[config.mk]
export PLATFORM = sky130hd
export DESIGN_NAME = dpram_fifo_ctrl
export DESIGN_NICKNAME = d
export VERILOG_FILES = /design/src/rtl/dpram_fifo_ctrl.sv
export SDC_FILE = /design/constraint.sdc
export NUM_CORES = 1
export LEC_CHECK = 0
export CAP_MARGIN = 15
export CORE_MARGIN = 2
export CORE_UTILIZATION = 40
export CTS_BUF_LIST = sky130_fd_sc_hd__clkbuf_8
export DETAILED_ROUTE_END_ITERATION = 7
export PLACE_DENSITY = 0.78
export SLEW_MARGIN = 0
export SYNTH_ARGS = -nofsm -noshare
export SYNTH_HDL_FRONTEND = slang
export SYNTH_SLANG_ARGS = --single-unit
[constraint.sdc]
create_clock -name CLK -period 3.4 [get_ports CLK]
set_input_delay 1.02 -clock CLK [delete_from_list [all_inputs] [get_ports CLK]]
set_output_delay 1.02 -clock CLK [all_outputs]
set_load 0.005 [all_outputs]
[src/rtl/dpram_fifo_ctrl.sv]
// dpram_fifo_ctrl
// Turns a dual-port RAM macro (active-low selects, registered read port) into
// a valid/ready stream FIFO. RAM reads are prefetched into a 2-entry output
// buffer so the downstream side can take one word per cycle.
//
// Ports
//   CLK, RSTN           clock, asynchronous active-low reset
//   CLR                 synchronous flush
//   IN_VALID/READY/DATA upstream stream
//   OUT_VALID/READY/DATA downstream stream (head of output buffer)
//   COUNT               words held: RAM + in-flight read + output buffer
//   RAM_D/WA/WCSN/WEN   RAM write port
//   RAM_RA/RCSN/Q       RAM read port (Q valid the cycle after a read)
module dpram_fifo_ctrl #(
   parameter int WORDS  = 16,
   parameter int WIDTH  = 16,
   parameter int ADDR_W = 4
) (
   input  logic              CLK,
   input  logic              RSTN,
   input  logic              CLR,
   input  logic              IN_VALID,
   output logic              IN_READY,
   input  logic [WIDTH-1:0]  IN_DATA,
   output logic              OUT_VALID,
   input  logic              OUT_READY,
   output logic [WIDTH-1:0]  OUT_DATA,
   output logic [ADDR_W+1:0] COUNT,
   output logic [WIDTH-1:0]  RAM_D,
   output logic [ADDR_W-1:0] RAM_WA,
   output logic [ADDR_W-1:0] RAM_RA,
   output logic              RAM_WCSN,
   output logic              RAM_WEN,
   output logic              RAM_RCSN,
   input  logic [WIDTH-1:0]  RAM_Q
);

   localparam logic [ADDR_W-1:0] LAST_ADDR = ADDR_W'(WORDS - 1);
   localparam logic [ADDR_W:0]   DEPTH     = (ADDR_W+1)'(WORDS);

   logic [ADDR_W-1:0] wptr, rptr;
   logic [ADDR_W:0]   ram_cnt;
   logic              rd_pend;
   logic [1:0]        obuf_cnt;
   logic [WIDTH-1:0]  obuf0, obuf1;

   logic              push, pop, rd;
   logic [2:0]        occ;
   logic [1:0]        cnt_after_pop;
   logic [ADDR_W:0]   ram_cnt_nxt;
   logic [1:0]        obuf_cnt_nxt;
   logic [WIDTH-1:0]  obuf0_nxt, obuf1_nxt;

   function automatic logic [ADDR_W-1:0] next_ptr(input logic [ADDR_W-1:0] p);
      return (p == LAST_ADDR) ? '0 : p + 1'b1;
   endfunction

   // RSTN gating keeps the RAM deselected and upstream stalled during reset.
   assign IN_READY  = RSTN & ~CLR & (ram_cnt < DEPTH);
   assign push      = IN_VALID & IN_READY;
   assign OUT_VALID = (obuf_cnt != 2'd0);
   assign pop       = OUT_VALID & OUT_READY;

   // Read only when the buffer slot is guaranteed free by the time Q arrives.
   assign occ = {1'b0, obuf_cnt} + {2'b00, rd_pend};
   assign rd  = RSTN & ~CLR & (ram_cnt != '0) & (occ < (3'd2 + {2'b00, pop}));

   assign RAM_D    = IN_DATA;
   assign RAM_WA   = wptr;
   assign RAM_RA   = rptr;
   assign RAM_WCSN = ~push;
   assign RAM_WEN  = ~push;
   assign RAM_RCSN = ~rd;

   assign OUT_DATA = obuf0;
   assign COUNT    = {1'b0, ram_cnt}
                   + {{(ADDR_W+1){1'b0}}, rd_pend}
                   + {{ADDR_W{1'b0}}, obuf_cnt};

   always_comb begin
      ram_cnt_nxt = ram_cnt;
      case ({push, rd})
         2'b10:   ram_cnt_nxt = ram_cnt + 1'b1;
         2'b01:   ram_cnt_nxt = ram_cnt - 1'b1;
         default: ram_cnt_nxt = ram_cnt;
      endcase
   end

   // Shift on pop first, then the arriving RAM word lands at the tail.
   always_comb begin
      cnt_after_pop = obuf_cnt - {1'b0, pop};
      obuf0_nxt     = pop ? obuf1 : obuf0;
      obuf1_nxt     = obuf1;
      if (rd_pend) begin
         if (cnt_after_pop == 2'd0) obuf0_nxt = RAM_Q;
         else                       obuf1_nxt = RAM_Q;
      end
      obuf_cnt_nxt = cnt_after_pop + {1'b0, rd_pend};
   end

   always_ff @(posedge CLK or negedge RSTN) begin
      if (!RSTN) begin
         wptr     <= '0;
         rptr     <= '0;
         ram_cnt  <= '0;
         rd_pend  <= 1'b0;
         obuf_cnt <= 2'd0;
         obuf0    <= '0;
         obuf1    <= '0;
      end else if (CLR) begin
         wptr     <= '0;
         rptr     <= '0;
         ram_cnt  <= '0;
         rd_pend  <= 1'b0;
         obuf_cnt <= 2'd0;
         obuf0    <= '0;
         obuf1    <= '0;
      end else begin
         if (push) wptr <= next_ptr(wptr);
         if (rd)   rptr <= next_ptr(rptr);
         ram_cnt  <= ram_cnt_nxt;
         rd_pend  <= rd;
         obuf_cnt <= obuf_cnt_nxt;
         obuf0    <= obuf0_nxt;
         obuf1    <= obuf1_nxt;
      end
   end

endmodule

Yosys cells after proc, flatten, opt, wreduce, memory -nomap -nowiden
Index checks and enable logic that the tools add are counted.
{"block": "word_totals", "regBits": 48, "out_inout_bits": 51, "inputBits": 37}
{"block": "classes", "eq_ne": 5, "n_mux": 17, "bitwise": 9, "add_sub_neg": 10, "n_reduce_logical": 8, "n_lt_le_gt_ge": 2}
{"operator": "16-bit two-way mux", "count": 7}
{"operator": "4-bit two-way mux", "count": 6}
{"operator": "5-bit one-hot mux with 2 select lines", "count": 1}
{"operator": "4-bit by 1-bit adder with 4-bit output, second input constant", "count": 2}
{"operator": "4-bit == test, second input constant", "count": 2}
{"operator": "2-bit nonzero test", "count": 4}
{"operator": "5-bit by 1-bit adder with 6-bit output", "count": 1}
{"operator": "6-bit by 2-bit adder with 6-bit output", "count": 1}
{"operator": "1-bit bitwise AND", "count": 6}
{"operator": "5-bit by 1-bit adder with 5-bit output, second input constant", "count": 1}
{"operator": "5-bit less-than comparator, second input constant", "count": 1}
{"operator": "5-bit two-way mux", "count": 1}
{"operator": "5-bit nonzero test", "count": 1}
{"operator": "5-bit by 1-bit subtractor with 5-bit output, second input constant", "count": 1}
{"operator": "2-bit by 1-bit adder with 3-bit output", "count": 1}
{"operator": "2-bit by 1-bit adder with 3-bit output, first input constant", "count": 1}
{"operator": "3-bit less-than comparator", "count": 1}
{"operator": "1-bit inverter", "count": 3}
{"operator": "3-bit nonzero test", "count": 1}
{"operator": "2-bit by 1-bit adder with 2-bit output", "count": 1}
{"operator": "2-bit by 1-bit == test with 1-bit output, second input constant", "count": 1}
{"operator": "2-bit == test, second input constant", "count": 1}
{"operator": "2-bit logical NOT", "count": 1}
{"operator": "2-bit two-way mux", "count": 1}
{"operator": "4 further kinds", "count": 4}

Depth between registers and ports, before layout
{"block": "depth", "word_depth": 8, "ltp_mapped": 13, "ltp_nobuf": 12}

Worst setup path before layout
OpenSTA, ideal clock, no wires.
{"block": "synth_timing", "path_type": "input-to-reg", "start": "input CLR", "end": "register ram_cnt[4]", "arrival_time_ns": 3.043, "stages": 12, "required_time_ns": 3.276, "setup_ns": 0.124, "path_slack_ns": 0.233, "cell_sequence": "buf_6 or3b_1 a21oi_1 and2_1 buf_6 nand2_1 inv_1 ha_1 a21o_1 a21oi_1 a21oi_1 a211o_1"}
{"block": "synth_between", "elab_chain_cells": 7, "word_cells_on_any_way": 11}
{"element": "start, declared", "line": "21", "source": "input logic CLR,"}
{"element": "1-bit inverter", "line": "59, 66"}
{"element": "1-bit bitwise AND", "line": "59, 66"}
{"element": "1-bit bitwise AND, on equally long branches", "line": "66, 59"}
{"element": "1-bit bitwise AND, on equally long branches", "line": "66, 60"}
{"element": "2-bit by 1-bit == test with 1-bit output / 2-bit == test (equally long branches)", "line": "82", "source": "case ({push, rd})"}
{"element": "5-bit one-hot mux with 2 select lines", "line": "82"}
{"element": "5-bit two-way mux", "line": "110", "source": "end else if (CLR) begin"}
{"element": "end signal, assigned", "line": "121", "source": "ram_cnt <= ram_cnt_nxt;"}
{"element": "end, declared", "line": "42", "source": "logic [ADDR_W:0] ram_cnt;"}
Several ways; a longest one is shown, not always the timed one.
A chain may end at the register's enable or synchronous reset.

Worst setup path after layout
{"block": "layout_timing", "start": "register rd_pend", "end": "output RAM_RCSN"}
{"block": "layout_between", "elab_chain_cells": 4}
{"element": "start, declared", "line": "43", "source": "logic rd_pend;"}
{"element": "start signal, assigned", "line": "122", "source": "rd_pend <= rd;"}
{"element": "2-bit by 1-bit adder with 3-bit output", "line": "65", "source": "assign occ = {1'b0, obuf_cnt} + {2'b00, rd_pend};"}
{"element": "3-bit less-than comparator", "line": "66", "source": "assign rd = RSTN & ~CLR & (ram_cnt != '0) & (occ < (3'd2 + {2'b00, pop}));"}
{"element": "1-bit bitwise AND", "line": "66"}
{"element": "1-bit inverter", "line": "73", "source": "assign RAM_RCSN = ~rd;"}
{"element": "end, declared", "line": "34", "source": "output logic RAM_RCSN,"}
Every way passes these cells.

==> impl_metrics.json <==
{
  "fin_area_um2": 3390,
  "p_per_area_nw_per_um2": 636,
  "core-area_um2": 6390,
  "cts-root-buf": "clkbuf_8",
  "synthFlopType": "dfrtp_1",
  "crit_required_ns": 2.38,
  "grt_usage_pct": 16.9,
  "cts_sinks": 48,
  "dieArea_um2": 7270,
  "grt_max_degree": 49,
  "utilization_pct": 53.1,
  "grt_antenna_before_repair": 0,
  "nNetsFinal": 373,
  "min_path_type": "reg -> reg",
  "drive_gt1_share_pct": 12.7,
  "avgSynthCellArea_um2": 9.68,
  "fmax_ghz": 0.300,
  "worstMarginPinSlew_ns": 0.620,
  "cts_max_level": 2,
  "synthDistinctLibCells": 39,
  "place_hpwl_um": 3950,
  "cp-start-kind": "flip-flop",
  "setup_violations": 0,
  "first_pass_iters": 4,
  "drt_iter0_markers": 137,
  "cp-end-kind": "output pin",
  "clkLatencyLatePin_ns": 0.30,
  "hold_viol": 0,
  "leakagePower_nw": 1.65,
  "worstSetupPathType": "reg -> out",
  "synth_edf_count": 0,
  "ys_seq_area_share_pct": 45.5,
  "grt_pass1_vias": 2101,
  "grt_overflow": 0,
  "finalCritPeriodShare_pct": 97.9,
  "ys_seq_elements": 48,
  "outcome": "finished, final reports clean",
  "gp_congestion": 0.770,
  "cts_tree": "built",
  "cts_buffers": 5,
  "syn_nets": 323,
  "ant_nets": 0,
  "portBuffers": 55,
  "syn_inst": 273,
  "num_io_pins": 88,
  "drc": 0,
  "finalMaxSlewViolations": 0,
  "vdd_drop_max_v": 0.000268,
  "drv_cap": 0,
  "wl_per_cell_um": 14.4,
  "drt-total-wl_um": 5770,
  "clockBufferDepth": 2,
  "ys_async_sr_fraction_pct": 100,
  "yosys_warnings": 0,
  "cp.arrival_ns": 2.31,
  "dpl-instance-area_um2": 3230,
  "cp_max_fo": 5,
  "syn_to_final_growth_pct": 28.3,
  "cts_hold_buffers": 0,
  "power_mw": 2.16,
  "die_h_um": 85.3,
  "floorplan.rows": 29,
  "initial_utilization_pct": 41.4,
  "maxSlewHeadroom_pct": 58.7,
  "clkTransAtPathRegs_ns": 0.09,
  "viasPerCell": 5.13,
  "skew_ns": 0.00935,
  "die_x_um": 85.3,
  "synthesis.area_um2": 2640,
  "vias": 2057,
  "yosysTopAreaCell": "dfrtp_1",
  "synth_top_area_share_pct": 45.5,
  "antennaDiodeCount": 0,
  "grt_pass1_wl_um": 9930,
  "fin_crit_ns": 3.33,
  "synth_area_leaders": "dfrtp_1 (45%), nand2_1 (6.1%), mux2i_1 (6.1%)"
}
==> area by class of cell <==
cell class | count | area (um2)
Clock buffer | 5 | 68.8
Clock inverter | 3 | 68.8
Fill cell | 578 | 3000
Inverter | 15 | 58.8
Multi-Input combinational cell | 179 | 1200
Sequential cell | 48 | 1200
Tap cell | 77 | 96.3
Timing Repair Buffer | 74 | 698
==> sequential cells by signal, summed over array words and instances, names as in the netlist <==
name,flops
OUT_DATA,16
obuf1,16
ram_cnt,5
RAM_RA,4
RAM_WA,4
obuf_cnt,2
rd_pend,1
==> routing by layer <==
layer  GRT usage, %  wire length, um  vias up
met2           27.4             2770       41
met4           5.05               43        0
met1           22.7             2690     1000
met3           3.89              270        4
li1               -                -     1012
met5              0                0        -
==> synthesized netlist by cell type, types with 4 or more instances <==
master / count
a211oi_1: 16
a21oi_1: 26
buf_4: 18
clkbuf_1: 9
dfrtp_1: 48
ha_1: 10
inv_1: 13
mux2i_1: 16
nand2_1: 43
nand3_1: 6
nor2_1: 21
o21ai_0: 4
xnor2_1: 6
==> cell usage in the layout, fill, tap and decap left out, types with 2 or more instances in the layout <==
| cell type | n |
|---|---|
| clkdlybuf4s50_1 | 49 |
| dfrtp_1 | 48 |
| nand2_1 | 43 |
| a21oi_1 | 25 |
| nor2_1 | 21 |
| buf_4 | 18 |
| mux2i_1 | 16 |
| a211oi_1 | 16 |
| inv_1 | 12 |
| ha_1 | 10 |
| nand3_1 | 6 |
| xnor2_1 | 6 |
| clkbuf_8 | 5 |
| dlygate4sd2_1 | 4 |
| xor2_1 | 3 |
| o21ai_0 | 3 |
| fa_1 | 3 |
| and2_4 | 2 |
| inv_2 | 2 |
| nor2b_1 | 2 |
| a21o_1 | 2 |
| o31ai_1 | 2 |
| a22o_1 | 2 |
| bufinv_16 | 2 |
==> final timing paths <==
path	start	end	slack (ns)	cells past startpoint
max in group asynchronous	RSTN	obuf1[4]	2.13	2
setup / recovery	rd_pend	RAM_RCSN	0.07	8
hold reg to reg	obuf1[14]	obuf1[14]	0.52	2
hold / removal	obuf1[14]	obuf1[14]	0.52	2
min in group asynchronous	RSTN	rd_pend	0.84	2
setup reg to reg	rd_pend	ram_cnt[4]	0.24	14
==> critical path, stage by stage (launching register included) <==
cell and delay (ns):
dfrtp_1 0.44, buf_4 0.15, ha_1 0.18, ha_1 0.19, or3b_1 0.42, a21oi_2 0.18, and2_4 0.18, inv_4 0.03
dlygate4sd2_1 0.25
==> through the flow <==
| step | hold WS, ns | setup slack (ns) | setup TNS [ns] | instances |
|---|---|---|---|---|
| 2_1_floorplan | 0.494 | 0.233 | 0 | 273 |
| 3_3_place_gp | 0.509 | -0.269 | -0.730 | 391 |
| 3_5_place_dp | 0.515 | -0.275 | -0.956 | 391 |
| 4_1_cts | 0.528 | 0.0124 | 0 | 400 |
| 5_1_grt | 0.555 | -0.0178 | -0.0178 | 401 |
| 6_report | 0.524 | 0.0698 | 0 | 401 |
==> kinds of logic after synthesis <==
kind of cell             synth area share, %
buffers and inverters                   9.85
AO/OA/AOI/OAI                           14.3
flip-flops                              45.5
XOR/XNOR                                3.60
multiplexers                            6.49
AND/OR/NAND/NOR                         13.3
adder cells (fa/ha/maj)                 7.01
==> report_power, final <==
| group | switching [mW] | leakage, nW | internal, mW | total [mW] |
|---|---|---|---|---|
| sequential | 0.114 | 0.661 | 0.692 | 0.806 |
| combinational | 0.373 | 0.917 | 0.481 | 0.855 |
| clock | 0.199 | 0.0687 | 0.296 | 0.495 |
==> what timing repair did <==
action / 4_1_cts / 5_1_grt
endpoints found under the setup margin: 3 / 1
pin swaps: 1 / 0
hold endpoints to repair: 0 / 0
setup buffers: 1 / 1
resized for setup: 9 / 2
No activity file was read; power rests on OpenSTA's default activity.
